==> config.mk <==
export PLATFORM = sky130hd
export DESIGN_NAME = systolic_output_drain
export DESIGN_NICKNAME = d
export VERILOG_FILES = /design/src/rtl/systolic_pkg.sv /design/src/rtl/systolic_output_drain_requant_lane.sv /design/src/rtl/systolic_output_drain.sv
export SDC_FILE = /design/constraint.sdc
export NUM_CORES = 2
export LEC_CHECK = 0
export ABC_AREA = 1
export CORE_UTILIZATION = 40
export DETAILED_ROUTE_END_ITERATION = 6
export PLACE_DENSITY_LB_ADDON = 0.08
export SYNTH_ARGS = -nofsm -noshare
export SYNTH_HDL_FRONTEND = slang
export SYNTH_SLANG_ARGS = --single-unit
export TNS_END_PERCENT = 50
==> constraint.sdc <==
create_clock -name clk -period 6.35 [get_ports clk]
set_clock_uncertainty 0.15 [all_clocks]
set_input_delay 1.5875 -clock clk [delete_from_list [all_inputs] [get_ports clk]]
set_output_delay 1.5875 -clock clk [all_outputs]
set_load 0.03 [all_outputs]
==> src/rtl/systolic_pkg.sv <==
// Shared types and constants for the systolic output drain path.
package systolic_pkg;

  localparam int unsigned DEF_ARRAY_SIZE = 16;
  localparam int unsigned DEF_ACC_WIDTH  = 24;
  localparam int unsigned DEF_DATA_WIDTH = 8;
  localparam int unsigned DEF_ADDR_WIDTH = 8;
  localparam int unsigned SHIFT_WIDTH    = 4;

  localparam int SAT_MAX = 127;
  localparam int SAT_MIN = -128;

  typedef enum logic [1:0] {
    IDLE,
    FETCH,
    WRITE,
    CLEAR
  } drain_state_t;

endpackage

==> src/rtl/systolic_output_drain_requant_lane.sv <==
// Single-lane requantizer: round-half-up, arithmetic right shift, saturate to int8.
// Optional ReLU clamp when DRAIN_RELU_EN is defined.
module requant_lane
  import systolic_pkg::*;
#(
  parameter int unsigned ACC_WIDTH  = DEF_ACC_WIDTH,
  parameter int unsigned DATA_WIDTH = DEF_DATA_WIDTH
) (
  input  logic signed [ACC_WIDTH-1:0]   acc,
  input  logic        [SHIFT_WIDTH-1:0] shift,
  output logic        [DATA_WIDTH-1:0]  q
);

  localparam logic signed [ACC_WIDTH:0] HI = (ACC_WIDTH+1)'(SAT_MAX);
  localparam logic signed [ACC_WIDTH:0] LO = (ACC_WIDTH+1)'(SAT_MIN);

  logic        [ACC_WIDTH:0]  rnd;
  logic signed [ACC_WIDTH:0]  t;
  logic signed [ACC_WIDTH:0]  r;
  logic signed [DATA_WIDTH-1:0] sat;

  always_comb begin
    rnd = '0;
    if (shift != '0) begin
      rnd = (ACC_WIDTH+1)'(1) << (shift - 1'b1);
    end
    // One guard bit keeps the rounding add from overflowing.
    t = $signed({acc[ACC_WIDTH-1], acc}) + $signed(rnd);
    r = t >>> shift;

    if (r > HI) begin
      sat = DATA_WIDTH'(SAT_MAX);
    end else if (r < LO) begin
      sat = DATA_WIDTH'(SAT_MIN);
    end else begin
      sat = r[DATA_WIDTH-1:0];
    end

`ifdef DRAIN_RELU_EN
    if (sat[DATA_WIDTH-1]) begin
      sat = '0;
    end
`else
`endif

    q = sat;
  end

endmodule

==> src/rtl/systolic_output_drain.sv <==
// Drains PE accumulator rows through requant lanes into output memory, then clears the array.
// Build option: DRAIN_RELU_EN (passed through to requant_lane) clamps negative outputs to 0.
module systolic_output_drain
  import systolic_pkg::*;
#(
  parameter int unsigned ARRAY_SIZE = DEF_ARRAY_SIZE,
  parameter int unsigned ACC_WIDTH  = DEF_ACC_WIDTH,
  parameter int unsigned DATA_WIDTH = DEF_DATA_WIDTH,
  parameter int unsigned ADDR_WIDTH = DEF_ADDR_WIDTH
) (
  input  logic                             clk,
  input  logic                             rst_n,
  input  logic                             drain_start,
  input  logic [SHIFT_WIDTH-1:0]           shift,
  input  logic [ADDR_WIDTH-1:0]            base_addr,
  input  logic [ARRAY_SIZE*ACC_WIDTH-1:0]  acc_in,
  output logic [$clog2(ARRAY_SIZE)-1:0]    row_sel,
  output logic                             wr_en,
  output logic [ADDR_WIDTH-1:0]            wr_addr,
  output logic [ARRAY_SIZE*DATA_WIDTH-1:0] wr_data,
  input  logic                             wr_ready,
  output logic                             clr,
  output logic                             busy,
  output logic                             done
);

  localparam int unsigned ROW_W = $clog2(ARRAY_SIZE);

  drain_state_t state;
  drain_state_t state_n;

  logic [SHIFT_WIDTH-1:0]           shift_q;
  logic [ADDR_WIDTH-1:0]            addr_q;
  logic [ROW_W-1:0]                 row_q;
  logic [ARRAY_SIZE*DATA_WIDTH-1:0] data_q;
  logic [ARRAY_SIZE*DATA_WIDTH-1:0] lane_q;

  logic start_ok;
  logic accept;
  logic last_row;

  assign start_ok = (state == IDLE) && drain_start;
  assign accept   = (state == WRITE) && wr_ready;
  assign last_row = (row_q == ROW_W'(ARRAY_SIZE - 1));

  for (genvar i = 0; i < ARRAY_SIZE; i++) begin : g_lane
    requant_lane #(
      .ACC_WIDTH  (ACC_WIDTH),
      .DATA_WIDTH (DATA_WIDTH)
    ) u_lane (
      .acc   (acc_in[i*ACC_WIDTH +: ACC_WIDTH]),
      .shift (shift_q),
      .q     (lane_q[i*DATA_WIDTH +: DATA_WIDTH])
    );
  end

  always_ff @(posedge clk) begin
    if (!rst_n) begin
      state <= IDLE;
    end else begin
      state <= state_n;
    end
  end

  always_comb begin
    state_n = state;
    wr_en   = 1'b0;
    clr     = 1'b0;
    done    = 1'b0;
    busy    = 1'b1;
    case (state)
      IDLE: begin
        busy = 1'b0;
        if (drain_start) begin
          state_n = FETCH;
        end
      end
      FETCH: begin
        state_n = WRITE;
      end
      WRITE: begin
        wr_en = 1'b1;
        if (wr_ready) begin
          state_n = last_row ? CLEAR : FETCH;
        end
      end
      CLEAR: begin
        clr     = 1'b1;
        done    = 1'b1;
        state_n = IDLE;
      end
      default: begin
        state_n = IDLE;
      end
    endcase
  end

  // Address and data only move on accept, so a stalled write holds steady.
  always_ff @(posedge clk) begin
    if (!rst_n) begin
      shift_q <= '0;
      addr_q  <= '0;
      row_q   <= '0;
      data_q  <= '0;
    end else begin
      if (start_ok) begin
        shift_q <= shift;
        addr_q  <= base_addr;
        row_q   <= '0;
      end
      if (state == FETCH) begin
        data_q <= lane_q;
      end
      if (accept) begin
        addr_q <= addr_q + ADDR_WIDTH'(1);
        row_q  <= row_q + ROW_W'(1);
      end
    end
  end

  assign row_sel = row_q;
  assign wr_addr = addr_q;
  assign wr_data = data_q;

endmodule
Word level (Yosys, flattened, before mapping) --
Index checks and enable logic that the tools add are counted.
Word-level totals: register bits after elaboration 146, input port bits 400, output and inout port bits 144, logic and storage cells 129
Operators by class: magnitude comparators 32, equal/unequal tests 6, $add $sub $neg 19, reduce and logical (&&, ||, !) cells 6, shift-type cells 17, multiplexer cells 44
Operators with widths (count):
- 24-bit by 25-bit adder with 25-bit output | 16
- 25-bit by 8-bit greater-than comparator with 1-bit output (second input constant) | 16
- 25-bit by 8-bit < comparator with 1-bit output (second input constant) | 16
- 25-bit by 4-bit >>> shifter with 25-bit output | 16
- 8-bit two-way mux | 34
- 25-bit two-way mux | 1
- 1-bit by 4-bit << shifter with 25-bit output (first input constant) | 1
- 8-bit by 1-bit adder with 8-bit output (second input constant) | 1
- 4-bit two-way mux | 2
- 2-bit case mux with 4 select lines | 1
- 2-bit two-way mux | 3
- 4-bit by 1-bit adder with 4-bit output (second input constant) | 1
- 2-bit equality test (second input constant) | 2
- 4-bit equality test (second input constant) | 1
- 2-bit != test (second input constant) | 2
- 4-bit nonzero test | 1
- 4-bit by 1-bit subtractor with 4-bit output (second input constant) | 1
- 1-bit two-way mux | 3
- 2-bit by 1-bit equality test with 1-bit output (second input constant) | 1
- 1-bit logical AND | 2
- 2-bit zero test | 1
- 2-bit AND reduction | 1
- 2-bit nonzero test | 1

Longest topological paths before layout --
depth after elaboration 8, mapped depth 37, gate-level depth less buffers 32

By module --
From an unflattened synthesis, not the netlist that was laid out.
Unflattened totals: cell total of the unflattened synthesis 10972, area, all modules 56076.3 um^2
By module, submodules not included:
- requant_lane at g_lane[10].u_lane ... | sequential area each 0.0 um^2, cells an instance 640, area each 3195.6 um^2, instances 12
- requant_lane at g_lane[0].u_lane ... | sequential area each 0.0 um^2, cells an instance 654, area each 3120.5 um^2, instances 2
- systolic_output_drain | sequential area each 2922.8 um^2, cells an instance 696, area each 5335.1 um^2, instances 1
- requant_lane at g_lane[14].u_lane | sequential area each 0.0 um^2, cells an instance 650, area each 3168.0 um^2, instances 1
- requant_lane at g_lane[9].u_lane | sequential area each 0.0 um^2, cells an instance 638, area each 2985.4 um^2, instances 1

Worst setup path before layout --
OpenSTA, ideal clock, no wires.
path type register to register, start register shift_q[3], end register data_q[0] (netlist: wr_data[0]), required time 6.073 ns, path slack 0.738 ns, buffers on the path 10, data arrival time 5.335 ns, library setup time 0.127 ns, cell stages (with the launch flop) 34, period minus slack after synthesis 5.612 ns, cells stage by stage dfxtp_1 buf_6 inv_4 buf_6 buf_4 buf_2 clkbuf_1 clkbuf_1 clkbuf_1 clkbuf_1 clkbuf_1 nor3_1 ha_1 clkbuf_1 a21oi_1 nor2_1 nor2_1 nor2_1 nor2_1 nand2_1 nand2_1 nand3_1 nand2_1 nand2_1 nand3_1 nand2_1 nand2_1 nand2_1 nor2_1 nand2_1 nor2_1 nand2_1 a21oi_4 a21oi_1
On the way: cells in the longest elaborated chain, start to end 8, elaborated cells on any way between the ends 10, classes of those cells 2 x add/sub; 2 x order compare; 2 x shift; 3 x mux; 1 x reduce/logical
Ends and longest elaborated chain:
- start: declaration | RTL line systolic_output_drain.sv:32 | logic [SHIFT_WIDTH-1:0] shift_q;
- start signal: assignment | RTL line systolic_output_drain.sv:107 | shift_q <= shift;
- 4-bit by 1-bit subtractor with 4-bit output | RTL line systolic_output_drain_requant_lane.sv:25 | rnd = (ACC_WIDTH+1)'(1) << (shift - 1'b1);
- 1-bit by 4-bit << shifter with 25-bit output | RTL line systolic_output_drain_requant_lane.sv:25
- 25-bit two-way mux | RTL line systolic_output_drain_requant_lane.sv:24 | if (shift != '0) begin
- 24-bit by 25-bit adder with 25-bit output | RTL line systolic_output_drain_requant_lane.sv:28 | t = $signed({acc[ACC_WIDTH-1], acc}) + $signed(rnd);
- 25-bit by 4-bit >>> shifter with 25-bit output * | RTL line systolic_output_drain_requant_lane.sv:29 | r = t >>> shift;
- 25-bit by 8-bit < comparator with 1-bit output | RTL line systolic_output_drain_requant_lane.sv:33 | end else if (r < LO) begin
- 8-bit two-way mux | RTL line systolic_output_drain_requant_lane.sv:33
- 8-bit two-way mux * | RTL line systolic_output_drain_requant_lane.sv:31 | if (r > HI) begin
- end signal: assignment | RTL line systolic_output_drain.sv:112 | data_q <= lane_q;
- end: declaration | RTL line systolic_output_drain.sv:35 | logic [ARRAY_SIZE*DATA_WIDTH-1:0] data_q;
Mark *: on every way between the ends. The rest lies on a longest branch, timed or not. A chain may end at the register's enable or synchronous reset.

Worst setup path in the final report --
start register shift_q[0], end register data_q[30] (netlist: wr_data[30])
The elaborated chain is that of the path after synthesis.

==> run_results.csv <==
group,metric,value,unit
status,status,"finished with violations",
status,violations,"DRC",
routing,drc,23,
final_layout,fin_cells,12920,
setup_path,rr_startpoint,"shift_q[0]",
sta,fin_crit_sh,87.57,%
routing,antenna_left,0,
synth,netlist_area,0.05293,mm²
min_path,worstHoldStart,"wr_data[127]",
synth,ys_ff_latch,146,
clock_network,htreeDepth,4,
placed_design,placed_area,0.05959,mm²
power,p_per_area,140.2,mW/mm²
final_layout,stdcell_area,0.06019,mm²
clock_network,clock_path_buffers,2,
power,leakagePower,32.23,nW
floorplan,die_area,0.1338,mm²
synth,yosysSeqAreaShare,5.522,%
synth,synth_cell_type_count,71,
floorplan,die_y,365.8,µm
clock_network,ctsHoldBuffers,0,
synth,synth_top_cell_area_share,27.30,%
grt,grt_pass1_wl,422.0,mm
routing,first_iter_violations,8088,
power,irDropWorstVdd,0.2116,mV
setup_path,worst_path_most_repeated_cell,"nand2_1",
floorplan,row_count,133,
grt,grt_max_degree,203,
sta,hold_viol,0,
placed_design,post-dp-hpwl,225.5,mm
sta,setup_tns,0,ns
run,maxCapViolCount,0,
floorplan,core,0.1313,mm²
floorplan,initial_core_util,40.31,%
final_layout,fin_nets,11710,
routing,wl_per_cell,21.94,µm
grt,antenna_found_initial,30,
synth,avgSynthCellArea,4.849,µm²
synth,yosys-top-cells-area,"nand2_1 (27%), nand3_1 (24%), inv_1 (8.3%)",
final_layout,final_layout_size_suffix_gt1_share,3.740,%
setup_path,cpMaxStageDelayCell,"nor2_4",
setup_path,crit_type,"flip-flop to flip-flop",
setup_path,cp.required,6.58,ns
min_path,hp-class,"flip-flop to flip-flop",
sta,finalSetupViolCount,0,
sta,worst_slew_pin_slew,1.216,ns
grt,first_global_vias,69860,
clock_network,cts_tree,"yes",
clock_network,cts_sinks,146,
grt,track_usage,40.93,%
sta,slew_headroom,18.92,%
clock_network,cts_resized,0,
clock_network,clk_latency,0.50,ns
clock_network,clkTransAtPathRegs,0.07,ns
clock_network,numCtsBuffers,17,
placed_design,io_buffer_count,543,
synth,async_reset_ff_share,0,%
routing,viasPerCell,5.762,
synth,synthCells,10920,
synth,synth_area_leader_cell,"nand2_1",
floorplan,ios,544,
setup_path,slowest_delay,0.78,ns
sta,rsz0062_at_grt,"false",
placed_design,dpl_worst_slack,0.9027,ns
clock_network,cts_setup_buffers,0,
synth,ys_top_cells_by_count,"nand2_1 (3850), nand3_1 (2538), inv_1 (1170)",
grt,overflow,0,
floorplan,die_width,365.8,µm
sta,drv_slew,0,
synth,synth.most_common_cell,"nand2_1",
sta,max_freq,0.1798,GHz
final_layout,area_delta_synth_final,13.73,%
sta,setup_ws,0.7895,ns
synth,synth_edf_count,0,
placed_design,placed_cells,12870,
synth,ys.flop_type,"dfxtp_1",
setup_path,worstSetupStartpoint,"shift_q[0]",
setup_path,critPathArrivalTime,5.79,ns
setup_path,start_kind,"flip-flop",
sta,whs,0.3152,ns
routing,first_pass_iters,7,
sta,min_period,5.561,ns
routing,wl,283.4,mm
routing,via_count,74440,
placed_design,place.gp.congestion,1.040,
clock_network,clock-root-buffer,"clkbuf_16",
setup_path,crit_path_end_kind,"flip-flop",
synth,synth_warnings,0,
setup_path,crit_fanout,105,
final_layout,nFillCells,14800,
registers in the layout, summed over array words and instances, names as in the netlist:
name     cells
state        2
shift_q      4
wr_addr      8
wr_data    128
row_sel      4
layout make-up:
type	instances	area [µm²]	share of cell area, %
clock inverters	10	100.1	0.1663
multi-input cells	9129	43610	72.45
diodes	14	35.03	0.05820
well taps	1755	2196	3.648
repair buffers	636	6281	10.43
inverters	1206	4571	7.593
clock buffers	22	464.2	0.7712
flip-flops and latches	146	2938	4.881
where the power goes:
| group | internal, mW | total, mW | switching [mW] |
|---|---|---|---|
| combinational | 1.94 | 6.32 | 4.38 |
| sequential | 0.994 | 1.09 | 0.0943 |
| clock | 0.562 | 1.03 | 0.470 |
| total | 3.50 | 8.44 | 4.94 |
cell families (layout without fill, tap and decap cells):
family	after synthesis	in the layout	share of synthesized area, %
flops	146	146	5.522
buf+inv	1655	1874	12.31
simple gates	7802	7802	65.03
other cells	1	30	0.007085
mux	9	9	0.1702
xor+xnor	104	104	1.721
compound gates	1020	1020	11.03
fa+ha+maj	178	178	4.208
layout by cell type (no fill, tap or decap), drive strengths merged, types with 16 or more instances in the layout:
| cell type | count |
|---|---|
| a21boi | 22 |
| a21oi | 376 |
| a31oi | 38 |
| buf | 94 |
| clkbuf | 22 |
| clkdlybuf4s50 | 542 |
| conb | 16 |
| dfxtp | 146 |
| ha | 178 |
| inv | 1204 |
| nand2 | 3956 |
| nand3 | 2593 |
| nand3b | 27 |
| nand4 | 188 |
| nor2 | 855 |
| nor3 | 135 |
| nor4 | 27 |
| o211ai | 25 |
| o21ai | 429 |
| o21bai | 26 |
| o221ai | 16 |
| o22ai | 36 |
| xor2 | 92 |
final timing paths:
kind / slack [ns] / cells past startpoint / end
setup / recovery: 0.79 / 28 / wr_data[30]
hold reg to reg: 0.32 / 2 / wr_data[127]
setup reg to reg: 0.79 / 28 / wr_data[30]
hold / removal: 0.32 / 2 / wr_data[127]
metrics by stage:
stage / utilization [%] / power, mW
2_1_floorplan: - / 5.169
3_3_place_gp: 45.39 / 7.263
3_5_place_dp: 45.39 / 7.260
4_1_cts: 45.82 / 8.317
5_1_grt: 45.83 / 9.089
6_report: 45.85 / 8.441
worst max-delay path: cells and delay by family, from the launching register on:
family,cells,cell delay [ns]
compound gates,1,0.11
flops,1,0.53
fa+ha+maj,2,0.37
simple gates,21,3.51
buf+inv,4,0.72
routing by layer:
metal | vias up | wire (µm) | GRT usage, %
met1 | 33810 | 107800 | 46.61
met3 | 758 | 21480 | 6.284
li1 | 36400 | - | -
met4 | 22 | 27480 | 34.52
met2 | 3447 | 126500 | 67.25
met5 | - | 158 | 0
Note: power is estimated with default switching activity, not from simulation.
